[config.mk]
export PLATFORM = sky130hd
export DESIGN_NAME = vscale_regfile_dbg
export DESIGN_NICKNAME = d
export VERILOG_FILES = /design/src/rtl/vscale_regfile_dbg.sv
export SDC_FILE = /design/constraint.sdc
export NUM_CORES = 1
export LEC_CHECK = 0
export CORE_MARGIN = 10
export CORE_UTILIZATION = 45
export CTS_BUF_LIST = sky130_fd_sc_hd__clkbuf_4 sky130_fd_sc_hd__clkbuf_8
export DETAILED_ROUTE_END_ITERATION = 12
export PLACE_DENSITY = 0.83
export SLEW_MARGIN = 20
export SYNTH_ARGS = -nofsm -noshare
export SYNTH_HDL_FRONTEND = slang
export SYNTH_SLANG_ARGS = --single-unit
[constraint.sdc]
create_clock -name clk -period 4.3 [get_ports clk]
set_input_delay 0.86 -clock clk [delete_from_list [all_inputs] [get_ports clk]]
set_output_delay 0.86 -clock clk [all_outputs]
set_load 0.02 [all_outputs]
[src/rtl/vscale_regfile_dbg.sv]
// Debug-side initiator for the integer register file: halts the core, performs one
// register read or write through the regfile ports, then returns a response.
module vscale_regfile_dbg #(
    parameter int unsigned XLEN         = 32,
    parameter int unsigned AW           = 5,
    parameter int unsigned HALT_TIMEOUT = 64
) (
    input  logic            clk,
    input  logic            reset_n,
    input  logic            dbg_req_valid,
    output logic            dbg_req_ready,
    input  logic            dbg_req_wr,
    input  logic [AW-1:0]   dbg_req_addr,
    input  logic [XLEN-1:0] dbg_req_wdata,
    output logic            dbg_resp_valid,
    input  logic            dbg_resp_ready,
    output logic [XLEN-1:0] dbg_resp_rdata,
    output logic            dbg_resp_err,
    output logic            dbg_halt_req,
    input  logic            core_halted,
    output logic [AW-1:0]   rf_ra,
    input  logic [XLEN-1:0] rf_rd,
    output logic            rf_wen,
    output logic [AW-1:0]   rf_wa,
    output logic [XLEN-1:0] rf_wd
);

    localparam int unsigned CW = $clog2(HALT_TIMEOUT + 1);

    typedef enum logic [1:0] {S_IDLE, S_HALT, S_ACCESS, S_RESP} state_t;

    state_t            state_q, state_d;
    logic              wr_q, wr_d;
    logic [AW-1:0]     addr_q, addr_d;
    logic [XLEN-1:0]   wdata_q, wdata_d;
    logic [CW-1:0]     count_q, count_d;
    logic              halt_q, halt_d;
    logic              resp_valid_q, resp_valid_d;
    logic [XLEN-1:0]   rdata_q, rdata_d;
    logic              err_q, err_d;
    logic              legal_wr;

    // State and registered outputs
    always_ff @(posedge clk or negedge reset_n) begin
        if (!reset_n) begin
            state_q      <= S_IDLE;
            wr_q         <= 1'b0;
            addr_q       <= '0;
            wdata_q      <= '0;
            count_q      <= '0;
            halt_q       <= 1'b0;
            resp_valid_q <= 1'b0;
            rdata_q      <= '0;
            err_q        <= 1'b0;
        end else begin
            state_q      <= state_d;
            wr_q         <= wr_d;
            addr_q       <= addr_d;
            wdata_q      <= wdata_d;
            count_q      <= count_d;
            halt_q       <= halt_d;
            resp_valid_q <= resp_valid_d;
            rdata_q      <= rdata_d;
            err_q        <= err_d;
        end
    end

    // Next-state and next-output decode
    always_comb begin
        state_d      = state_q;
        wr_d         = wr_q;
        addr_d       = addr_q;
        wdata_d      = wdata_q;
        count_d      = count_q;
        halt_d       = halt_q;
        resp_valid_d = resp_valid_q;
        rdata_d      = rdata_q;
        err_d        = err_q;
        unique case (state_q)
            S_IDLE: begin
                if (dbg_req_valid) begin
                    state_d = S_HALT;
                    wr_d    = dbg_req_wr;
                    addr_d  = dbg_req_addr;
                    wdata_d = dbg_req_wdata;
                    count_d = '0;
                    halt_d  = 1'b1;
                end
            end
            S_HALT: begin
                if (core_halted) begin
                    state_d = S_ACCESS;
                end else if (count_q == CW'(HALT_TIMEOUT - 1)) begin
                    state_d      = S_RESP;
                    resp_valid_d = 1'b1;
                    rdata_d      = '0;
                    err_d        = 1'b1;
                end else begin
                    count_d = count_q + CW'(1);
                end
            end
            S_ACCESS: begin
                state_d      = S_RESP;
                resp_valid_d = 1'b1;
                rdata_d      = (!wr_q && addr_q != '0) ? rf_rd : '0;
                err_d        = wr_q && (addr_q == '0);
            end
            S_RESP: begin
                if (dbg_resp_ready) begin
                    state_d      = S_IDLE;
                    resp_valid_d = 1'b0;
                    halt_d       = 1'b0;
                end
            end
            default: state_d = S_IDLE;
        endcase
    end

    // x0 writes are suppressed so the hardwired-zero register is never disturbed
    assign legal_wr       = (state_q == S_ACCESS) && wr_q && (addr_q != '0);
    assign dbg_req_ready  = (state_q == S_IDLE);
    assign rf_wen         = legal_wr;
    assign rf_wd          = legal_wr ? wdata_q : '0;
    assign rf_ra          = addr_q;
    assign rf_wa          = addr_q;
    assign dbg_halt_req   = halt_q;
    assign dbg_resp_valid = resp_valid_q;
    assign dbg_resp_rdata = rdata_q;
    assign dbg_resp_err   = err_q;

endmodule

==> results of run 1 <==
[registers in the layout, summed over array words and instances, names as in the netlist]
| name | cells |
|---|---|
| wr_q | 1 |
| rf_ra | 5 |
| wdata_q | 32 |
| count_q | 7 |
| dbg_halt_req | 1 |
| dbg_resp_valid | 1 |
| dbg_resp_err | 1 |
| dbg_resp_rdata | 32 |
| state_q | 2 |
[how the worst max path moves through the flow]
stage,start,endpoint,depth (start not counted)
2_1_floorplan,state_q[0]$_DFFE_PN0P_,rf_wd[22],5
3_3_place_gp,state_q[0]$_DFFE_PN0P_,rf_wd[5],5
3_5_place_dp,state_q[0]$_DFFE_PN0P_,rf_wd[23],5
4_1_cts,state_q[0]$_DFFE_PN0P_,rf_wd[7],5
5_1_grt,state_q[0]$_DFFE_PN0P_,rf_wd[6],5
6_report,state_q[0]$_DFFE_PN0P_,rf_wd[7],5
[layer usage]
metal  GRT usage, %  vias to the layer above  part of all wire (%)
met5              0                        -                     0
met4           5.11                        0                   1.2
met3           6.14                       10                   9.2
met2           26.6                      105                    50
met1           18.4                     1366                    40
li1               -                     1270                     -
[worst max-delay path, stage by stage, from the launching register on]
cell and delay [ns]:
dfrtp_1 0.41, inv_1 0.13, ha_1 0.24, and3_1 0.78
and2_1 0.24, clkdlybuf4s50_1 0.62
[final cells by class]
cell class	instances	area (um2)
clock buffers	11	145
clock inverters	5	86.3
fillers	614	2410
inverters	10	37.5
multi-input cells	168	1410
flip-flops and latches	82	2050
well taps	102	128
repair buffers	154	1540
[cell usage after synthesis (all sizes together) (3+ instances only)]
cell type,count,area share (%)
a31oi,3,0.52
nand3,3,0.41
ha,6,2.1
a21oi,3,0.52
buf,13,2.8
nor2,4,0.41
and2,32,5.5
inv,10,1.0
mux2,40,12
nor3,3,0.72
nand2,10,1.1
o21ai,7,0.96
o211ai,5,1.0
a22o,32,7.8
nor2b,3,0.52
dfrtp,82,56
clkbuf,6,1.2
[power by group through the flow]
stage	Clock [mW]	Combinational [mW]	Sequential, mW
after global placement	0	1.70	1.29
after global routing	0.678	1.86	1.32
after floorplan	0	0.926	1.42
after CTS	0.649	1.76	1.29
after detailed placement	0	1.75	1.30
final	0.629	1.72	1.28
[metrics by stage]
stage / utilization (%) / std cells
2_1_floorplan: - / 279
3_3_place_gp: 66.1 / 516
3_5_place_dp: 66.1 / 516
4_1_cts: 69.0 / 532
5_1_grt: 69.1 / 532
6_report: 69.1 / 532
[cell families after synthesis]
| family | after synthesis |
|---|---|
| flops | 82 |
| simple gates | 63 |
| fa+ha+maj | 6 |
| mux | 42 |
| buf+inv | 29 |
| compound gates | 57 |
==> results.sh, run 1 <==
export IMPL_setup_worst_path_class="reg2out"
export IMPL_dpl_instance_area_um2=5160
export IMPL_swShare_pct=35.7
export IMPL_drc=0
export IMPL_final_cell_mix="clkdlybuf4s50_1 (152), dfrtp_1 (82), mux2_2 (40)"
export IMPL_final_area_um2=5390
export IMPL_rrSetupSlack_ns=2.08
export IMPL_synth_seq_cells=82
export IMPL_antennaDiodeCount=0
export IMPL_fin_setup_tns_ns=0
export IMPL_worst_slew_pin_slew_ns=0.918
export IMPL_cts_resized=0
export IMPL_hold_start="wdata_q[14]$_DFFE_PN0P_"
export IMPL_rsz0062_at_grt="no"
export IMPL_hold_ws_ns=0.501
export IMPL_synth_top_family_by_area="compound AO/OA/AOI/OAI gates"
export IMPL_numCtsBuffers=9
export IMPL_initial_utilization_pct=46.6
export IMPL_maxSlewViolCount=0
export IMPL_synth_flop_cell="dfrtp_1"
export IMPL_hold_violations=0
export IMPL_start_kind="flop"
export IMPL_finalSetupViolCount=0
export IMPL_core_um2=7810
export IMPL_critPathRequiredTime_ns=3.44
export IMPL_cts_buffer_depth=2
export IMPL_ir_drop_uv=329
export IMPL_preCtsSetupSlack_ns=0.987
export IMPL_post_cts_setup_buffers=0
export IMPL_clock_root_buffer="clkbuf_8"
export IMPL_die_h_um=110
export IMPL_syn_area_per_cell_um2=13.0
export IMPL_detail_route_wl_per_cell_um=18.4
export IMPL_clk_latency_ns=0.34
export IMPL_overflow=0
export IMPL_yosysSeqAreaShare_pct=56.4
export IMPL_grt_usage_pct=15.9
export IMPL_netSwitchingPower_mw=1.30
export IMPL_period_needed_ns=3.63
export IMPL_htreeDepth=3
export IMPL_synth_warnings=0
export IMPL_hpwl_mm=7.32
export IMPL_min_to="wdata_q[14]$_DFFE_PN0P_"
export IMPL_drv_cap=0
export IMPL_die_area_um2=12100
export IMPL_portBuffers=153
export IMPL_critPathMaxFanout=33
export IMPL_hold_depth=1
export IMPL_synth_fp_nets=360
export IMPL_endpoint_kind="output port"
export IMPL_netlist_instances=279
export IMPL_ios=154
export IMPL_power_density_nw_per_um2=674
export IMPL_layout_commonest_cell="clkdlybuf4s50_1"
export IMPL_pwr_share_comb_pct=47.4
export IMPL_viasPerCell=5.17
export IMPL_setup_ws_ns=0.669
export IMPL_status="complete, no violations"
export IMPL_drt_iter0_drc=76
export IMPL_syn_to_final_growth_pct=48.3
export IMPL_synth_compound_area_share_pct=13.0
export IMPL_p_int_mw=2.34
export IMPL_grt_pass1_wl_mm=15.2
export IMPL_tritoncts="yes"
export IMPL_synth_async_sr_flop_share_pct=100
export IMPL_synth_cell_types=38
export IMPL_rr_worst_depth=6
export IMPL_num_rows=32
export IMPL_synthAdderAreaFrac_pct=2.06
export IMPL_globalplace_congestion=0.830
export IMPL_clk_pin_slew_ns=0.09
export IMPL_synth_edf_count=0
export IMPL_antenna_found_initial=0
export IMPL_synthSimpleGateAreaFrac_pct=10.6
export IMPL_grt_pass1_vias=2938
export IMPL_hold_class="reg2reg"
export IMPL_synth_xor_area_share_pct=0
export IMPL_clock_skew_ns=0.0101
export IMPL_r2r_start="state_q[1]$_DFFE_PN0P_"
export IMPL_finalCritPeriodShare_pct=84.5
export IMPL_grt_max_degree=83
export IMPL_arrival_ns=2.77
export IMPL_p_total_mw=3.64
export IMPL_dr_pass1_iters=4
export IMPL_p_leak_nw=2.36
export IMPL_routed_wl_mm=9.79
export IMPL_r2r_end="dbg_resp_rdata[29]$_DFFE_PN0P_"
export IMPL_clkPwrFrac_pct=17.3
export IMPL_dr_total_vias=2751
export IMPL_slew_headroom_pct=38.8
export IMPL_synth_mux_area_share_pct=12.9
export IMPL_fmaxAchievable_mhz=275
export IMPL_die_w_um=110
export IMPL_clock_sinks=82
export IMPL_seq_power_share_pct=35.3
export IMPL_final_nets=506
export IMPL_syn_area_um2=3640
export IMPL_drive_gt1_share_pct=16.0
export IMPL_ant_nets=0
export IMPL_cts_hold_fix_buffers=0
Power figures use the tool's default switching activity.
==> run 2: changes to the inputs <==
CORE_UTILIZATION = 40   (was 45)
PLACE_DENSITY = 0.78   (was 0.83)
clock period = 3 ns   (was 4.3 ns; I/O delays follow)
==> results.sh, run 2 (synthesis gave the netlist of run 1 again) <==
export IMPL_status="complete, no violations"
export IMPL_setup_ws_ns=0.236
export IMPL_cts_hold_fix_buffers=0
export IMPL_p_leak_nw=2.94
export IMPL_cts_buffer_depth=2
export IMPL_dr_pass1_iters=4
export IMPL_swShare_pct=35.5
export IMPL_fmaxAchievable_mhz=362
export IMPL_r2r_start="state_q[1]$_DFFE_PN0P_"
export IMPL_grt_pass1_vias=2807
export IMPL_multi_input_area_um2=1400
export IMPL_finalSetupViolCount=0
export IMPL_maxSlewViolCount=0
export IMPL_fillers=691
export IMPL_start_kind="flop"
export IMPL_antennaDiodeCount=0
export IMPL_grt_pass1_wl_mm=15.2
export IMPL_setup_worst_path_class="reg2out"
export IMPL_slew_headroom_pct=51.5
export IMPL_grt_max_degree=83
export IMPL_numCtsBuffers=9
export IMPL_final_cell_mix="clkdlybuf4s50_1 (120), dfrtp_1 (82), mux2_2 (40)"
export IMPL_drc=0
export IMPL_clock_root_buffer="clkbuf_8"
export IMPL_core_um2=8810
export IMPL_ir_drop_uv=581
export IMPL_initial_utilization_pct=41.3
export IMPL_critPathMaxFanout=33
export IMPL_grt_usage_pct=14.3
export IMPL_endpoint_kind="output port"
export IMPL_antenna_found_initial=0
export IMPL_rr_worst_depth=5
export IMPL_routed_wl_mm=9.87
export IMPL_netSwitchingPower_mw=1.86
export IMPL_period_needed_ns=2.76
export IMPL_die_w_um=115
export IMPL_seq_power_share_pct=34.9
export IMPL_crit_path_end="rf_wen"
export IMPL_clock_skew_ns=0.0127
export IMPL_r2r_end="dbg_resp_rdata[25]$_DFFE_PN0P_"
export IMPL_fin_setup_tns_ns=0
export IMPL_arrival_ns=2.16
export IMPL_preCtsSetupSlack_ns=0.379
export IMPL_ant_nets=0
export IMPL_final_seq_area_um2=2050
export IMPL_finalCritPeriodShare_pct=92.1
export IMPL_rrSetupSlack_ns=0.96
export IMPL_layout_commonest_cell="clkdlybuf4s50_1"
export IMPL_grt_busiest_layer="met2"
export IMPL_die_area_um2=13300
export IMPL_globalplace_congestion=0.745
export IMPL_p_int_mw=3.39
export IMPL_hold_violations=0
export IMPL_clk_latency_ns=0.34
export IMPL_grt_use_met1_pct=17.0
export IMPL_num_rows=34
export IMPL_htreeDepth=3
export IMPL_power_density_nw_per_um2=953
export IMPL_ios=154
export IMPL_overflow=0
export IMPL_dr_total_vias=2736
export IMPL_drt_iter0_drc=123
export IMPL_post_cts_setup_buffers=0
export IMPL_clk_pin_slew_ns=0.09
export IMPL_critPathRequiredTime_ns=2.40
export IMPL_die_h_um=115
export IMPL_worst_slew_pin_slew_ns=0.728
export IMPL_final_nets=508
export IMPL_pwr_share_comb_pct=46.9
export IMPL_hpwl_mm=7.22
export IMPL_clkPwrFrac_pct=18.2
export IMPL_grt_use_met3_pct=6.72
export IMPL_syn_to_final_growth_pct=51.4
export IMPL_rsz0062_at_grt="no"
export IMPL_tritoncts="yes"
export IMPL_drv_cap=0
export IMPL_grt_use_met2_pct=23.4
export IMPL_viasPerCell=5.07
export IMPL_drive_gt1_share_pct=16.2
export IMPL_critPathLaunch="state_q[0]$_DFFE_PN0P_"
export IMPL_clock_sinks=82
export IMPL_portBuffers=153
export IMPL_hold_class="in2async"
export IMPL_detail_route_wl_per_cell_um=18.3
[run 2: cell types whose count changed in the layout (fill, tap and decap cells not counted), moves of 2 or more]
| cell | before | now |
|---|---|---|
| clkdlybuf4s50_1 | 152 | 120 |
| clkinv_4 | 2 | 0 |
| dlymetal6s2s_1 | 0 | 32 |
| clkinv_2 | 0 | 2 |
[run 2: power groups by stage]
stage | Clock, mW | Combinational (mW) | Sequential [mW]
2_1_floorplan | 0 | 1.33 | 2.03
3_3_place_gp | 0 | 2.46 | 1.82
3_5_place_dp | 0 | 2.51 | 1.85
4_1_cts | 0.986 | 2.53 | 1.83
5_1_grt | 1.03 | 2.65 | 1.88
6_report | 0.954 | 2.46 | 1.83
[run 2: area by class of cell]
type	count	area share, %
inverter	10	0.682
clock inverter	7	2.11
sequential	82	37.3
multi-input combinational	168	25.5
clock buffer	9	2.25
tap	108	2.45
timing repair buffer	156	29.8
[run 2: stage by stage]
step                      std cells  power (mW)  hold WS [ns]  utilization [%]  instance area [um2]
after floorplan                 279        3.36         0.304                -                 3640
after global placement          524        4.28         0.480             58.8                 5180
after detailed placement        524        4.36         0.484             58.8                 5180
after CTS                       540        5.35         0.472             61.6                 5420
after global routing            540        5.57         0.351             62.5                 5510
final                           540        5.25         0.307             62.5                 5510
[run 2: worst min path at each step]
| stage | cells after the start | end | slack, ns | startpoint |
|---|---|---|---|---|
| after floorplan | 0 | count_q[0]$_DFFE_PN0P_ | 0.30 | reset_n |
| after global placement | 1 | wdata_q[11]$_DFFE_PN0P_ | 0.48 | wdata_q[11]$_DFFE_PN0P_ |
| after detailed placement | 1 | dbg_resp_rdata[8]$_DFFE_PN0P_ | 0.48 | dbg_resp_rdata[8]$_DFFE_PN0P_ |
| after CTS | 1 | dbg_resp_rdata[30]$_DFFE_PN0P_ | 0.47 | reset_n |
| after global routing | 1 | wdata_q[15]$_DFFE_PN0P_ | 0.35 | reset_n |
| final | 1 | wdata_q[16]$_DFFE_PN0P_ | 0.31 | reset_n |
[run 2: repair_timing]
action | CTS | global route
gates cloned | 0 | 0
hold endpoints to repair | 0 | 0
setup endpoints to repair | 1 | 32
gates resized for setup | 1 | 32
[run 2: critical path, cell delays in order, from the launching register on]
cell             delay [ns]
dfrtp_1                0.41
inv_1                  0.12
ha_1                   0.24
and3_1                 0.19
buf_6                  0.21
clkdlybuf4s50_1        0.64
[run 2: per-layer routing]
metal,up-vias,routed length (um)
li1,1281,-
met1,1347,4070
met2,99,4790
met3,9,907
met4,0,102
met5,-,0
==> run 3: changes to the inputs <==
CORE_UTILIZATION = 35   (was 40)
PLACE_DENSITY = 0.7   (was 0.78)
==> results.sh, run 3 (synthesis gave the netlist of run 1 again) <==
export IMPL_initial_utilization_pct=35.5
export IMPL_num_rows=37
export IMPL_clock_sinks=82
export IMPL_cts_hold_fix_buffers=0
export IMPL_hpwl_mm=7.22
export IMPL_clock_root_buffer="clkbuf_8"
export IMPL_ir_drop_uv=429
export IMPL_worst_slew_pin_slew_ns=0.726
export IMPL_grt_max_degree=83
export IMPL_drv_cap=0
export IMPL_dr_total_vias=2705
export IMPL_critPathMaxFanout=33
export IMPL_dp_cells=552
export IMPL_period_needed_ns=2.87
export IMPL_syn_to_final_growth_pct=52.6
export IMPL_power_density_nw_per_um2=949
export IMPL_fin_setup_tns_ns=0
export IMPL_p_total_mw=5.26
export IMPL_routed_wl_mm=9.96
export IMPL_slew_headroom_pct=51.6
export IMPL_finish_utilization_pct=54.2
export IMPL_multi_input_area_um2=1410
export IMPL_final_area_um2=5550
export IMPL_final_seq_area_um2=2050
export IMPL_detail_route_wl_per_cell_um=17.5
export IMPL_drive_gt1_share_pct=16.4
export IMPL_dr_pass1_iters=4
export IMPL_cp_num_buf_inv=3
export IMPL_clk_pin_slew_ns=0.08
export IMPL_p_int_mw=3.40
export IMPL_fmaxAchievable_mhz=349
export IMPL_p_leak_nw=2.92
export IMPL_critPathRequiredTime_ns=2.40
export IMPL_hold_class="in2async"
export IMPL_clk_latency_ns=0.34
export IMPL_endpoint_kind="output port"
export IMPL_slowest_delay_ns=0.60
export IMPL_die_h_um=122
export IMPL_antenna_found_initial=0
export IMPL_drc=0
export IMPL_portBuffers=153
export IMPL_antennaDiodeCount=0
export IMPL_critPathTopFamily="buffers and inverters"
export IMPL_hold_ws_ns=0.295
export IMPL_globalplace_congestion=0.826
export IMPL_cts_buffer_depth=2
export IMPL_clkPwrFrac_pct=18.3
export IMPL_ios=154
export IMPL_fin_cells=568
export IMPL_cpMaxStageDelayCell="clkdlybuf4s50_1"
export IMPL_maxSlewViolCount=0
export IMPL_viasPerCell=4.76
export IMPL_pwr_share_comb_pct=46.9
export IMPL_start_kind="flop"
export IMPL_numCtsBuffers=9
export IMPL_swShare_pct=35.3
export IMPL_fillers=887
export IMPL_die_w_um=122
export IMPL_final_cell_mix="clkdlybuf4s50_1 (121), dfrtp_1 (82), mux2_2 (40)"
export IMPL_rsz0062_at_grt="no"
export IMPL_setup_worst_path_class="reg2out"
export IMPL_core_um2=10200
export IMPL_final_nets=508
export IMPL_drt_iter0_drc=86
export IMPL_seq_power_share_pct=34.8
export IMPL_grt_pass1_wl_mm=16.0
export IMPL_tritoncts="yes"
export IMPL_netSwitchingPower_mw=1.86
export IMPL_preCtsSetupSlack_ns=0.349
export IMPL_arrival_ns=2.27
export IMPL_finalCritPeriodShare_pct=95.6
export IMPL_overflow=0
export IMPL_worstPathCellList="inv_1, ha_2, and3_1, buf_6, and2_1, clkdlybuf4s50_1"
export IMPL_die_area_um2=14900
export IMPL_grt_usage_pct=13.3
export IMPL_post_cts_setup_buffers=0
export IMPL_htreeDepth=3
export IMPL_layout_commonest_cell="clkdlybuf4s50_1"
export IMPL_clock_skew_ns=0.00907
export IMPL_status="complete, no violations"
export IMPL_hold_violations=0
export IMPL_ant_nets=0
export IMPL_setup_ws_ns=0.132
export IMPL_dpl_instance_area_um2=5210
export IMPL_grt_pass1_vias=2904
export IMPL_finalSetupViolCount=0
-- run 3: area by class of cell --
class / instances / share of cell area (%)
multi-input combinational: 168 / 25.3
clock inverter: 6 / 2.07
timing repair buffer: 156 / 29.5
sequential: 82 / 37.0
tap: 136 / 3.07
inverter: 10 / 0.677
clock buffer: 10 / 2.37
-- run 3: worst reg2reg max path: cells and delay by family (launching register included) --
family	cells	cell delay, ns
flip-flops	1	0.42
AO/OA/AOI/OAI	2	0.80
buffers and inverters	2	0.29
adder cells (fa/ha/maj)	1	0.44
-- run 3: path summary, 6_finish.rpt --
path                                                start                             end  slack [ns]  cells after the start
max in group asynchronous                         reset_n        dbg_resp_err$_DFFE_PN0P_        2.21                      1
max reg2reg                        state_q[1]$_DFFE_PN0P_  dbg_resp_rdata[26]$_DFFE_PN0P_        0.95                      5
max                                state_q[0]$_DFFE_PN0P_                        rf_wd[5]        0.13                      6
min                                               reset_n  dbg_resp_rdata[11]$_DFFE_PN0P_        0.29                      1
min reg2reg                dbg_resp_rdata[18]$_DFFE_PN0P_  dbg_resp_rdata[18]$_DFFE_PN0P_        0.50                      1
min in group clk           dbg_resp_rdata[18]$_DFFE_PN0P_  dbg_resp_rdata[18]$_DFFE_PN0P_        0.50                      1
-- run 3: power groups by stage --
stage	logic (mW)	registers, mW	clock network (mW)
after detailed placement	2.52	1.85	0
after global placement	2.47	1.83	0
after global routing	2.69	1.90	1.05
after floorplan	1.33	2.03	0
after CTS	2.54	1.83	0.998
final	2.47	1.83	0.961
-- run 3: per-layer routing --
layer | routed length, um | track usage (%) | vias up
li1 | - | - | 1282
met1 | 4280 | 16.7 | 1315
met2 | 4490 | 20.3 | 102
met3 | 1130 | 6.57 | 6
met4 | 55 | 2.68 | 0
met5 | 0 | 0 | -
-- run 3: what timing repair did --
| action | in CTS | in global routing |
|---|---|---|
| gates resized for setup | 1 | 32 |
| hold endpoints to repair | 0 | 0 |
| setup endpoints to repair | 32 | 32 |
